$ cat config.mk
export PLATFORM = sky130hd
export DESIGN_NAME = if_fetch_unit
export DESIGN_NICKNAME = d
export VERILOG_FILES = /design/src/rtl/fetch_pkg.sv /design/src/rtl/fetch_queue.sv /design/src/rtl/if_fetch_unit.sv
export SDC_FILE = /design/constraint.sdc
export NUM_CORES = 1
export LEC_CHECK = 0
export ABC_AREA = 1
export BUFFER_PORTS_ARGS = -buffer_cell sky130_fd_sc_hd__buf_2
export CORE_MARGIN = 2
export CORE_UTILIZATION = 58
export DETAILED_ROUTE_END_ITERATION = 7
export PLACE_DENSITY = 0.84
export SLEW_MARGIN = 5
export SYNTH_ARGS = -nofsm -noshare
export SYNTH_HDL_FRONTEND = slang
export SYNTH_SLANG_ARGS = --single-unit
$ cat constraint.sdc
create_clock -name clk -period 4 [get_ports clk]
set_clock_uncertainty 0.15 [all_clocks]
set_input_delay 0.4 -clock clk [delete_from_list [all_inputs] [get_ports clk]]
set_output_delay 0.4 -clock clk [all_outputs]
set_load 0.005 [all_outputs]
$ cat src/rtl/fetch_pkg.sv
// Shared types and constants for the instruction-fetch front end.
// fq_entry_t is one fetch-queue slot: the PC a word was fetched from plus the
// instruction word itself. It is sized by PC_W_DEF/INS_W_DEF, so the fetch
// unit must be built with matching PC_W/INS_W.
package fetch_pkg;

  localparam int PC_W_DEF   = 9;
  localparam int INS_W_DEF  = 32;
  localparam int FETCH_STEP = 4;

  typedef struct packed {
    logic [PC_W_DEF-1:0]  pc;
    logic [INS_W_DEF-1:0] instr;
  } fq_entry_t;

endpackage

$ cat src/rtl/fetch_queue.sv
// Synchronous FIFO of fetch entries between instruction memory and decode.
// Ports:
//   clk, reset   clock, asynchronous active-high reset (control state only)
//   flush        synchronous clear; wins over push/pop in the same cycle
//   push         write push_entry at the tail (caller guarantees room)
//   push_entry   entry to write
//   pop          remove the head; ignored while empty
//   head         current head entry (contents undefined while empty)
//   empty        no entries held
//   count        number of occupied entries
module fetch_queue
  import fetch_pkg::*;
#(
  parameter int DEPTH = 4
) (
  input  logic                     clk,
  input  logic                     reset,
  input  logic                     flush,
  input  logic                     push,
  input  fq_entry_t                push_entry,
  input  logic                     pop,
  output fq_entry_t                head,
  output logic                     empty,
  output logic [$clog2(DEPTH):0]   count
);

  localparam int AW = $clog2(DEPTH);

  fq_entry_t        store [DEPTH];
  logic [AW-1:0]    wr_ptr;
  logic [AW-1:0]    rd_ptr;
  logic             pop_ok;

  assign empty  = (count == '0);
  assign pop_ok = pop & ~empty;
  assign head   = store[rd_ptr];

  always_ff @(posedge clk or posedge reset) begin
    if (reset) begin
      wr_ptr <= '0;
      rd_ptr <= '0;
      count  <= '0;
    end else if (flush) begin
      wr_ptr <= '0;
      rd_ptr <= '0;
      count  <= '0;
    end else begin
      if (push)   wr_ptr <= wr_ptr + AW'(1);
      if (pop_ok) rd_ptr <= rd_ptr + AW'(1);
      unique case ({push, pop_ok})
        2'b10:   count <= count + 1'b1;
        2'b01:   count <= count - 1'b1;
        default: ;
      endcase
    end
  end

  // Storage carries no reset; occupancy is tracked by the pointers/count.
  always_ff @(posedge clk) begin
    if (push && !flush) store[wr_ptr] <= push_entry;
  end

endmodule

$ cat src/rtl/if_fetch_unit.sv
// Instruction-fetch front end for the 5-stage RV32 pipeline.
// Issues pipelined requests to instruction memory under a credit scheme
// (every outstanding request owns a queue slot), buffers returned words in a
// fetch queue, and presents {pc, instr} to decode. A redirect from EX flushes
// the queue and discards every response still in flight; halt_req stops new
// requests until the next redirect or reset.
// Ports:
//   clk, reset                         clock, asynchronous active-high reset
//   imem_req_valid/addr/ready          fetch request handshake
//   imem_rsp_valid/data                in-order response words
//   redirect_valid/redirect_pc         flush + new fetch target
//   halt_req                           stop issuing requests (sticky)
//   id_valid/id_pc/id_instr/id_ready   decode handshake (head of queue)
//   fq_count                           fetch queue occupancy
//   halted                             fetch is stopped by halt_req
module if_fetch_unit
  import fetch_pkg::*;
#(
  parameter int          PC_W        = 9,
  parameter int          INS_W       = 32,
  parameter int          FETCH_DEPTH = 4,
  parameter int          MAX_OUT     = 2,
  parameter int unsigned RESET_PC    = 0
) (
  input  logic                           clk,
  input  logic                           reset,
  output logic                           imem_req_valid,
  output logic [PC_W-1:0]                imem_req_addr,
  input  logic                           imem_req_ready,
  input  logic                           imem_rsp_valid,
  input  logic [INS_W-1:0]               imem_rsp_data,
  input  logic                           redirect_valid,
  input  logic [PC_W-1:0]                redirect_pc,
  input  logic                           halt_req,
  output logic                           id_valid,
  output logic [PC_W-1:0]                id_pc,
  output logic [INS_W-1:0]               id_instr,
  input  logic                           id_ready,
  output logic [$clog2(FETCH_DEPTH):0]   fq_count,
  output logic                           halted
);

  localparam int OW = $clog2(MAX_OUT) + 1;

  logic [PC_W-1:0] fetch_pc;
  logic [PC_W-1:0] rsp_pc;
  logic [OW-1:0]   outstanding;
  logic [OW-1:0]   discard;
  logic [31:0]     occupancy;
  logic            can_issue;
  logic            accept;
  logic            push;
  logic            pop;
  logic            q_empty;
  fq_entry_t       push_entry;
  fq_entry_t       head;

  function automatic logic [PC_W-1:0] pc_step(input logic [PC_W-1:0] pc);
    return pc + PC_W'(FETCH_STEP);
  endfunction

  // Queued words plus words still in flight may never exceed the queue, so
  // every response is guaranteed a slot and memory is never backpressured.
  assign occupancy      = 32'(fq_count) + 32'(outstanding);
  assign can_issue      = (outstanding < OW'(MAX_OUT)) && (occupancy < 32'(FETCH_DEPTH));
  assign imem_req_valid = ~reset & ~halted & ~redirect_valid & can_issue;
  assign imem_req_addr  = fetch_pc;
  assign accept         = imem_req_valid & imem_req_ready;

  // Wrong-path words (counted in discard) and words landing in a redirect
  // cycle are dropped instead of queued.
  assign push             = imem_rsp_valid & ~redirect_valid & (discard == '0);
  assign push_entry.pc    = rsp_pc;
  assign push_entry.instr = imem_rsp_data;

  assign id_valid = ~q_empty;
  assign pop      = id_valid & id_ready;
  assign id_pc    = id_valid ? head.pc    : '0;
  assign id_instr = id_valid ? head.instr : '0;

  fetch_queue #(
    .DEPTH(FETCH_DEPTH)
  ) u_queue (
    .clk       (clk),
    .reset     (reset),
    .flush     (redirect_valid),
    .push      (push),
    .push_entry(push_entry),
    .pop       (pop),
    .head      (head),
    .empty     (q_empty),
    .count     (fq_count)
  );

  always_ff @(posedge clk or posedge reset) begin
    if (reset) begin
      fetch_pc    <= PC_W'(RESET_PC);
      rsp_pc      <= PC_W'(RESET_PC);
      outstanding <= '0;
      discard     <= '0;
      halted      <= 1'b0;
    end else begin
      unique case ({accept, imem_rsp_valid})
        2'b10:   outstanding <= outstanding + 1'b1;
        2'b01:   outstanding <= outstanding - 1'b1;
        default: ;
      endcase
      if (redirect_valid) begin
        // Everything still in flight after this cycle is wrong-path; that
        // count already includes any earlier discards not yet drained.
        fetch_pc <= redirect_pc;
        rsp_pc   <= redirect_pc;
        halted   <= 1'b0;
        discard  <= outstanding - OW'(imem_rsp_valid);
      end else begin
        if (accept) fetch_pc <= pc_step(fetch_pc);
        if (imem_rsp_valid) begin
          if (discard != '0) discard <= discard - 1'b1;
          else               rsp_pc  <= pc_step(rsp_pc);
        end
        if (halt_req) halted <= 1'b1;
      end
    end
  end

  rsp_has_owner: assert property (@(posedge clk) disable iff (reset)
    imem_rsp_valid |-> (outstanding != '0));

endmodule

==> reports/results.tsv <==
metric	value	unit
GRT Total Usage	23.7	%
leakage power	3.64	nW
clock network latency to the later pin of the worst-skew pair	0.43	ns
Port Buf Inserts	103	
clock buffer depth	2	
Synth Area in Simple Gates	14.1	%
Max-Cap Viols	0	
CTS Buf Count	17	
crit start category	register	
compound-cell area share of the yosys netlist	9.49	%
register-to-register setup slack	1.73	ns
Die Span Y	122	microns
Hold WS	0.0328	ns
CP required	3.45	ns
commonest non-fill, non-tap cell in the layout	nor2_1	
Area Overhead vs Synth	15.7	%
peak supply drop	0.000369	V
Detailed Routing Iterations Pass 1	5	
GR Overflow Total	0	
layout cells sized above 1	19.7	%
Hold WC Path Type	in -> reg	
Top delay family on crit path	buffers and inverters	
clock sinks	194	
crit-path max cell delay	0.77	ns
Fin. Hold Viols	0	
FMAX	0.326	GHz
pre-CTS setup slack	1.41	ns
Antenna diodes	0	
Slew @ Worst Pin	1.04	ns
CTS tree	yes	
pwr dens	605	mW/mm^2
Slew Viols, Final	0	
FF+latch count, synth	194	
Iter 0 DRT Violations	626	
syn_nets	767	
post-route setup TNS	0	ns
number of H-tree levels	4	
Worst Setup EP	id_instr[12]	
global-route wire length before repair	26.5	mm
most frequent cells in the layout	nor2_1 (177), edfxtp_1 (164), buf_2 (103), o21ai_0 (84), nand2_1 (71)	
Finished Cell Area	0.00937	sq mm
initial antenna violation count	0	
Crit Reg-Reg Endpoint	u_queue.count[2]	
Max FO, Critical Path	26	
Reg clk slew, reported paths	0.07	ns
Sequential Power Share	43.6	%
worst path cell trace	nor2_1 -> nand2_2 -> inv_1 -> buf_4 -> a21oi_1 -> buf_2	
routing usage on met1	29.8	%
internal power	3.92	mW
Post-Synth XOR/XNOR Area	0.757	%
cell count of the worst reg-to-reg path	12	
combinational power share	25.4	%
DPL Wire Length	9.82	mm
Worst Setup Path Type	reg -> out	
Yosys warning count	0	
die width	122	microns
Placer Congestion	0.795	
Adder-Cell Fraction of Synth Area	1.79	%
vias in the first global route	5370	
Initial Util	58.8	%
Cell Area, Placed	0.00874	sq mm
Mapped Area	0.00809	sq mm
met2 usage	39.9	%
CP Data Arrival Time	2.51	ns
Switching Fraction	30.8	%
largest family of logic cells by synthesized area	simple AND/OR/NAND/NOR gates	
via count	5596	
Worst Path Buf+Inv	3	
Setup crit end kind	primary output	
Root Driver	clkbuf_16	
vias per cell	5.60	
min setup slack post-route	0.936	ns
Post-Syn Instances	708	
register area share after synthesis	70.1	%
reg2reg start	discard[0]	
Max-slew headroom	30.3	%
unrepaired setup endpoints after global routing	false	
DRC	0	
die area	0.0149	sq mm
status	completed	
final WL	16.9	mm
mux share of post-synthesis cell area	0	%
Layout Nets	865	
Routed Antenna Nets	0	
grt peak-use layer	met2	
CP Depth	6	
floorplan core area	0.0138	sq mm
min cycle time layout	3.06	ns
io pins	104	
Rows	43	
WL per Instance	16.9	microns
CP max stage cell	inv_1	
Post CTS Setup Buffer Count	0	
final setup fails	0	
Distinct cells, synth	30	
Crit. Startpoint	u_queue.count[0]	
power share of the clock group	31.1	%
switching pwr	1.75	mW
post-layout util	68.0	%
largest net degree at the start of global routing	84	
GR Layer Usage met3	6.04	%
Syn Area/Cell	11.4	sq um
Final period util	76.6	%
[cells by family after synthesis]
family / count (synthesis)
AOI/OAI and AO/OA: 150
DFF: 194
buffers and inverters: 62
xor gates and xnor gates: 7
and+or+nand+nor: 284
adders and majority gates: 11
[routing by layer]
metal / wire [microns] / part of all wire [%]
met1: 6870 / 41
met3: 1170 / 7.0
met4: 302 / 1.8
met2: 8540 / 51
met5: 0 / 0
[stage by stage]
step | power (mW) | cells
finish | 5.66 | 999
global route | 5.96 | 999
CTS | 5.67 | 999
detailed placement | 3.92 | 966
global placement | 3.89 | 966
floorplan | 3.39 | 708
[state kept, by name (all words and copies together) (netlist names)]
name            count
u_queue.store     164
u_queue.rd_ptr      2
rsp_pc              9
u_queue.count       3
discard             2
u_queue.wr_ptr      2
outstanding         2
imem_req_addr       9
halted              1
[worst min-delay path by stage]
stage	startpoint	to	slack, ns	cells past startpoint
final	imem_rsp_data[25]	u_queue.store[3][25]	0.03	1
after global routing	imem_rsp_data[22]	u_queue.store[0][22]	0.02	1
after CTS	imem_rsp_data[21]	u_queue.store[3][21]	0.02	1
after detailed placement	imem_req_addr[1]	imem_req_addr[1]	0.31	2
after global placement	imem_req_addr[1]	imem_req_addr[1]	0.31	2
after floorplan	imem_req_addr[0]	imem_req_addr[0]	0.32	2
[worst register-to-register path, cell delays in order (launching register included)]
cell and delay [ns]:
dfrtp_1 0.37, inv_1 0.09, ha_1 0.24, nand3_4 0.22, inv_2 0.18, nor2_2 0.07, fa_1 0.38, xnor2_1 0.20
inv_1 0.06, nand2_1 0.06, nand2_1 0.05, nand2_1 0.06, nand2_1 0.04
[final cells by class]
cell class	instances	area, sq um
well taps	180	225
clock buffers	18	429
fillers	991	4410
clock inverters	14	186
repair buffers	114	601
multi-input cells	452	2150
inverters	27	101
flip-flops and latches	194	5680
[Yosys cell counts]
cell / instances / share of area (%)
nor2_1: 181 / 8.4
edfxtp_1: 164 / 61
o21ai_0: 84 / 5.2
nand2_1: 71 / 3.3
a21oi_1: 48 / 3.0
dfrtp_1: 30 / 9.3
inv_1: 23 / 1.1
nand3_1: 20 / 1.2
buf_2: 13 / 0.80
o21ai_1: 12 / 0.74
clkbuf_1: 11 / 0.51
ha_1: 10 / 1.5
buf_4: 6 / 0.56
buf_6: 4 / 0.56
inv_2: 4 / 0.19
o211ai_1: 4 / 0.37
xnor2_1: 4 / 0.43
nand2_2: 3 / 0.23
xor2_1: 3 / 0.32
nor2_2: 2 / 0.15
nor3_1: 2 / 0.12
a31o_2: 1 / 0.11
clkbuf_2: 1 / 0.062
fa_1: 1 / 0.25
nand2_4: 1 / 0.14
nand3_4: 1 / 0.22
nand3b_1: 1 / 0.093
nand4_1: 1 / 0.077
nor2_4: 1 / 0.14
o21ai_2: 1 / 0.11
[what timing repair did]
action / in CTS / in global routing
hold endpoints to repair: 30 / 0
gates resized for setup: 0 / 0
hold buffers: 1 / 0
setup endpoints to repair: 0 / 0
[power by group through the flow]
stage | clock network [mW] | registers, mW | logic (mW)
2_1_floorplan | 0 | 2.48 | 0.913
3_3_place_gp | 0 | 2.50 | 1.39
3_5_place_dp | 0 | 2.50 | 1.42
4_1_cts | 1.76 | 2.46 | 1.44
5_1_grt | 1.85 | 2.48 | 1.63
6_report | 1.76 | 2.47 | 1.44
Note: power is estimated with default switching activity, not from simulation.
